===== config.mk =====
export PLATFORM = sky130hd
export DESIGN_NAME = medi_alert_scheduler
export DESIGN_NICKNAME = d
export VERILOG_FILES = /design/src/rtl/medi_alert_scheduler.sv
export SDC_FILE = /design/constraint.sdc
export NUM_CORES = 1
export LEC_CHECK = 0
export BUFFER_PORTS_ARGS = -buffer_cell sky130_fd_sc_hd__clkbuf_2
export CAP_MARGIN = 5
export CORE_MARGIN = 1.5
export CORE_UTILIZATION = 50
export CTS_CLUSTER_SIZE = 30
export DETAILED_ROUTE_END_ITERATION = 10
export PLACE_DENSITY = 0.74
export SYNTH_ARGS = -nofsm -noshare
export SYNTH_HDL_FRONTEND = slang
export SYNTH_SLANG_ARGS = --single-unit

===== constraint.sdc =====
create_clock -name clkin -period 4.56 [get_ports clkin]
set_input_delay 0.456 -clock clkin [delete_from_list [all_inputs] [get_ports clkin]]
set_output_delay 0.456 -clock clkin [all_outputs]
set_load 0.02 [all_outputs]

===== src/rtl/medi_alert_scheduler.sv =====
// medi_alert_scheduler: per-box alert table, round-robin alert FSM and saturating missed-dose counters; MEDI_SNOOZE_EN adds one snooze per grant
module medi_alert_scheduler #(
  parameter int NBOX      = 3,
  parameter int ALERT_SEC = 30,
  parameter int MISS_W    = 5
) (
  input  logic                   clkin,
  input  logic                   rst_n,
  input  logic                   run,
  input  logic                   sec_tick,
  input  logic [5:0]             sec_now,
  input  logic                   cfg_we,
  input  logic [1:0]             cfg_box,
  input  logic                   cfg_slot,
  input  logic [5:0]             cfg_time,
  input  logic                   cfg_clr,
  input  logic                   ack,
  input  logic                   snooze,
  input  logic                   miss_clr,
  output logic [NBOX-1:0]        alert_oh,
  output logic [NBOX-1:0]        pend,
  output logic [3*MISS_W-1:0]    miss_cnt,
  output logic [1:0]             sch_state
);
  typedef enum logic [1:0] {S_IDLE = 2'b00, S_ALERT = 2'b01, S_GAP = 2'b10} state_t;
  localparam logic [5:0] LP_SEC = 6'(ALERT_SEC);
  state_t                     r_state;
  logic [5:0]                 r_valid;
  logic [5:0][5:0]            r_time;
  logic [5:0]                 r_timer;
  logic [1:0]                 r_ptr;
  logic [NBOX-1:0]            r_alert, r_pend;
  logic [2:0][MISS_W-1:0]     r_miss, w_mnx;
  logic [NBOX-1:0]            w_due, w_srv, w_clr, w_inc, w_gnt;
  logic [1:0]                 w_c1, w_c2, w_gidx;
  logic                       w_act, w_snz, w_tout, w_done;
`ifdef MEDI_SNOOZE_EN
  logic                       r_snz;
  assign w_snz = snooze & ~r_snz;
`else
  logic                       w_unused;
  assign w_unused = snooze;
  assign w_snz    = 1'b0;
`endif
  // Service decisions for the alerting box and the cyclic grant search after the pointer
  always_comb begin
    w_act  = (r_state == S_ALERT) & run;
    w_tout = w_act & ~ack & ~w_snz & sec_tick & (r_timer == 6'd1);
    w_done = (w_act & ack) | w_tout;
    w_c1   = (r_ptr == 2'd2) ? 2'd0 : r_ptr + 2'd1;
    w_c2   = (w_c1 == 2'd2) ? 2'd0 : w_c1 + 2'd1;
    w_gidx = r_pend[w_c1] ? w_c1 : r_pend[w_c2] ? w_c2 : r_ptr;
    w_gnt  = 3'b001 << w_gidx;
  end
  for (genvar b = 0; b < 3; b++) begin : g_box
    assign w_due[b] = sec_tick & run & ((r_valid[2*b] & (r_time[2*b] == sec_now)) |
                                        (r_valid[2*b+1] & (r_time[2*b+1] == sec_now)));
    assign w_srv[b] = (r_state == S_ALERT) & r_alert[b];
    assign w_clr[b] = w_done & r_alert[b];
    assign w_inc[b] = (w_due[b] & r_pend[b] & ~w_srv[b]) | (w_tout & r_alert[b]);
    assign w_mnx[b] = miss_clr ? '0 : (w_inc[b] && r_miss[b] != '1) ? r_miss[b] + 1'b1 : r_miss[b];
  end
  // Alert-time table; box index 3 is not a real box and is dropped
  always_ff @(posedge clkin or negedge rst_n) begin
    if (!rst_n) begin
      r_valid <= '0;
      r_time  <= '0;
    end else if (cfg_clr) begin
      r_valid <= '0;
    end else if (cfg_we && cfg_box != 2'd3) begin
      r_valid[{cfg_box, cfg_slot}] <= 1'b1;
      r_time[{cfg_box, cfg_slot}]  <= cfg_time;
    end
  end
  // Pending flags and missed-dose counters; the box under service ignores its own due ticks
  always_ff @(posedge clkin or negedge rst_n) begin
    if (!rst_n) begin
      r_pend <= '0;
      r_miss <= '0;
    end else begin
      r_pend <= cfg_clr ? '0 : (r_pend & ~w_clr) | (w_due & ~w_srv);
      r_miss <= w_mnx;
    end
  end
  // Alert FSM: grant, hold until ack/timeout/run-drop, then one blank cycle
  always_ff @(posedge clkin or negedge rst_n) begin
    if (!rst_n) begin
      r_state <= S_IDLE;
      r_alert <= '0;
      r_timer <= '0;
      r_ptr   <= 2'd2;
`ifdef MEDI_SNOOZE_EN
      r_snz   <= 1'b0;
`endif
    end else begin
      case (r_state)
        S_IDLE: if (run && |r_pend) begin
          r_state <= S_ALERT;
          r_alert <= w_gnt;
          r_timer <= LP_SEC;
          r_ptr   <= w_gidx;
`ifdef MEDI_SNOOZE_EN
          r_snz   <= 1'b0;
`endif
        end
        S_ALERT: if (!run) begin
          r_state <= S_IDLE;
          r_alert <= '0;
        end else if (w_done) begin
          r_state <= S_GAP;
          r_alert <= '0;
        end
`ifdef MEDI_SNOOZE_EN
        else if (w_snz) begin
          r_timer <= LP_SEC;
          r_snz   <= 1'b1;
        end
`endif
        else if (sec_tick) begin
          r_timer <= r_timer - 6'd1;
        end
        default: r_state <= S_IDLE;
      endcase
    end
  end
  assign alert_oh  = r_alert;
  assign pend      = r_pend;
  assign miss_cnt  = r_miss;
  assign sch_state = r_state;
endmodule


==> flow_metrics.tcl <==
set metrics [dict create \
    outcome "finished clean" \
    cts.reportedPaths.clkPinSlew_ns 0.08 \
    drive_above_1_share_pct 30.4 \
    fin_crit_sh_pct 45.8 \
    maxCapViolations 0 \
    final_cell_area_sq_um 4480 \
    syn2layout_area_growth_pct 13.3 \
    slew_headroom_pct 48.0 \
    diodes 0 \
    slew_violations 0 \
    vias 2730 \
    synth_area_per_cell_sq_um 11.4 \
    wl_mm 7.75 \
    gp_congestion 0.820 \
    skew_ns 0.0152 \
    grt_usage_pct 20.7 \
    nets 425 \
    die_x_um 91.9 \
    clk-insertion-delay-late_ns 0.35 \
    antenna_found_initial 0 \
    die_h_um 91.9 \
    yosysSeqAreaShare_pct 46.2 \
    cts_tree "yes" \
    synth_fp_nets 379 \
    critPathRequiredTime_ns 4.79 \
    p_sw_share_pct 26.1 \
    fin_hold_ws_ns 0.178 \
    grt_max_degree 41 \
    fin_util_pct 58.3 \
    clock-sinks 73 \
    period_minus_slack_ns 2.09 \
    ctsHoldBuffers 0 \
    async_reset_ff_share_pct 100 \
    cellPowerDensity_nw_per_um2 364 \
    syn_inst 347 \
    power_mw 1.63 \
    core.rowCount 32 \
    min_path_type "in -> async" \
    worst_pin_slew_ns 0.781 \
    setup.worst_path.start_class "flip-flop" \
    wire_per_inst_um 15.5 \
    start_util_pct 51.4 \
    cts_made_buffers 9 \
    top_layer_used "met4" \
    pin_count 47 \
    worstPathMaxFanout 5 \
    ir_worst_vdd_v 0.000237 \
    drc 0 \
    cts_resized 0 \
    post_cts_buffers 0 \
    timing.fmax_mhz 479 \
    rsz0062_at_grt "no" \
    place.detailed.hpwl_mm 5.69 \
    synth_edf_count 0 \
    m1WireLength_mm 3.43 \
    fill_cells 673 \
    globalRouteOverflowTotal 0 \
    cts_max_path_buffers 2 \
    design.core.area_sq_um 7690 \
    route.met3.wl_um 374 \
    critPathCaptureType "flip-flop" \
    dpl_cell_area_sq_um 4260 \
    io_buffer_count 45 \
    ant_nets 0 \
    p_comb_share_pct 16.3 \
    synth_ff_type "dfrtp_1" \
    die_area_sq_um 8450 \
    drt_iter0_drc 74 \
    switchingPower_mw 0.426 \
    yosys_warnings 0 \
    clkPwrFrac_pct 34.6 \
    p_int_mw 1.21 \
    hold_viol_final 0 \
    path_class "reg -> reg" \
    root_buffer "clkbuf_8" \
    firstDrtPassIters 4 \
    p_leak_nw 2.07 \
    setup-tns-final_ns 0 \
    pwr-share-seq_pct 49.1 \
    finalSetupViolCount 0 \
    arrival_ns 2.32 \
    synth-seq-cells 73 \
    wl_met2_mm 3.85 \
    via_per_inst 5.46 \
    synth_area_sq_um 3950 \
    cts_max_level 3 \
    grt_pass1_wl_mm 13.6 \
    grt_pass1_vias 2842 \
    yosys.cell_types.count 44 \
]
cell usage after synthesis (all sizes together) (4+ instances only):
master	instances	area share [%]
and3	6	0.95
nand2	18	1.7
nand3	11	1.7
nor2b	7	1.1
o21ai	16	2.0
mux2	45	13
mux2i	6	1.5
and2	4	0.63
and2b	5	0.95
inv	14	1.3
nand4	7	1.1
dfrtp	72	46
xnor2	38	8.4
a21oi	7	0.89
nor3	6	1.6
buf	7	0.89
a32oi	6	1.3
o22ai	5	1.3
nand2b	13	2.1
ha	8	2.5
nor2	19	1.8
registers in the layout, indices dropped and copies added (netlist names):
register   count
r_time        36
alert_oh       3
r_timer        6
miss_cnt      15
r_valid        6
pend           3
sch_state      2
r_ptr          2
cell families (layout without fill, tap and decap cells):
group	Yosys count	in the layout	synth area share, %
adder cells (fa/ha/maj)	8	8	2.53
buffers and inverters	25	76	2.72
multiplexers	51	51	14.6
flip-flops	73	73	46.2
AO/OA/AOI/OAI	45	45	8.58
AND/OR/NAND/NOR	105	105	16.5
XOR/XNOR	40	40	8.86
cells in the final DEF, fill, tap and decap left out, types with 3 or more instances in the layout:
master    count
nor3_4        3
a32oi_1       6
mux2i_1       6
clkbuf_2     44
nor2b_1       7
clkbuf_8     10
and3_1        6
mux2_1        6
inv_1        13
dfrtp_1      72
xnor2_1      38
and2_1        4
nand2b_1     13
o21ai_0      16
mux2_2       36
mux2_4        3
nand3_1      10
a21oi_1       7
o22ai_2       3
nand2_1      18
nor3_1        3
and2b_1       5
ha_1          8
nor2_1       19
a31oi_2       3
nand4_1       7
through the flow:
| step | setup slack (ns) | instances |
|---|---|---|
| floorplan | 2.54 | 347 |
| global placement | 2.51 | 484 |
| detailed placement | 2.47 | 484 |
| CTS | 2.47 | 500 |
| global route | 2.34 | 500 |
| finish | 2.47 | 500 |
final timing paths:
path,cells past startpoint,startpoint,end,slack [ns]
max,7,miss_cnt[10]$_DFFE_PN0P_,miss_cnt[13]$_DFFE_PN0P_,2.47
min,1,rst_n,r_timer[4]$_DFFE_PN0P_,0.18
max reg2reg,7,miss_cnt[10]$_DFFE_PN0P_,miss_cnt[13]$_DFFE_PN0P_,2.47
min reg2reg,1,r_valid[3]$_DFFE_PN0P_,r_valid[3]$_DFFE_PN0P_,0.48
max in group asynchronous,2,rst_n,r_time[22]$_DFFE_PN0P_,3.37
min in group clkin,3,run,sch_state[1]$_DFFE_PN0P_,0.41
worst max-delay path, stage by stage, from the launching register on:
cell     delay, ns
dfrtp_1       0.42
ha_1          0.22
and3_1        0.17
ha_1          0.23
and2b_1       0.23
and2_1        0.14
a32oi_1       0.22
mux2_1        0.34
per-layer routing:
layer | up-vias | GRT usage [%]
li1 | 1307 | -
met1 | 1358 | 25.5
met2 | 54 | 35.8
met3 | 11 | 5.47
met4 | 0 | 5.77
met5 | - | 0
power by group through the flow:
stage	registers (mW)	clock network (mW)	logic, mW
final	0.801	0.564	0.267
after global routing	0.813	0.602	0.298
after CTS	0.801	0.575	0.271
after detailed placement	0.813	0	0.271
after global placement	0.808	0	0.263
after floorplan	0.807	0	0.199
area by class of cell:
type	count	area [sq um]	share of cell area (%)
flip-flops and latches	73	1830	40.8
inverters	14	52.6	1.17
clock inverters	4	76.3	1.70
multi-input cells	249	2020	45.0
clock buffers	12	145	3.24
well taps	102	128	2.85
repair buffers	46	233	5.19
(Power assumes the default switching activity.)
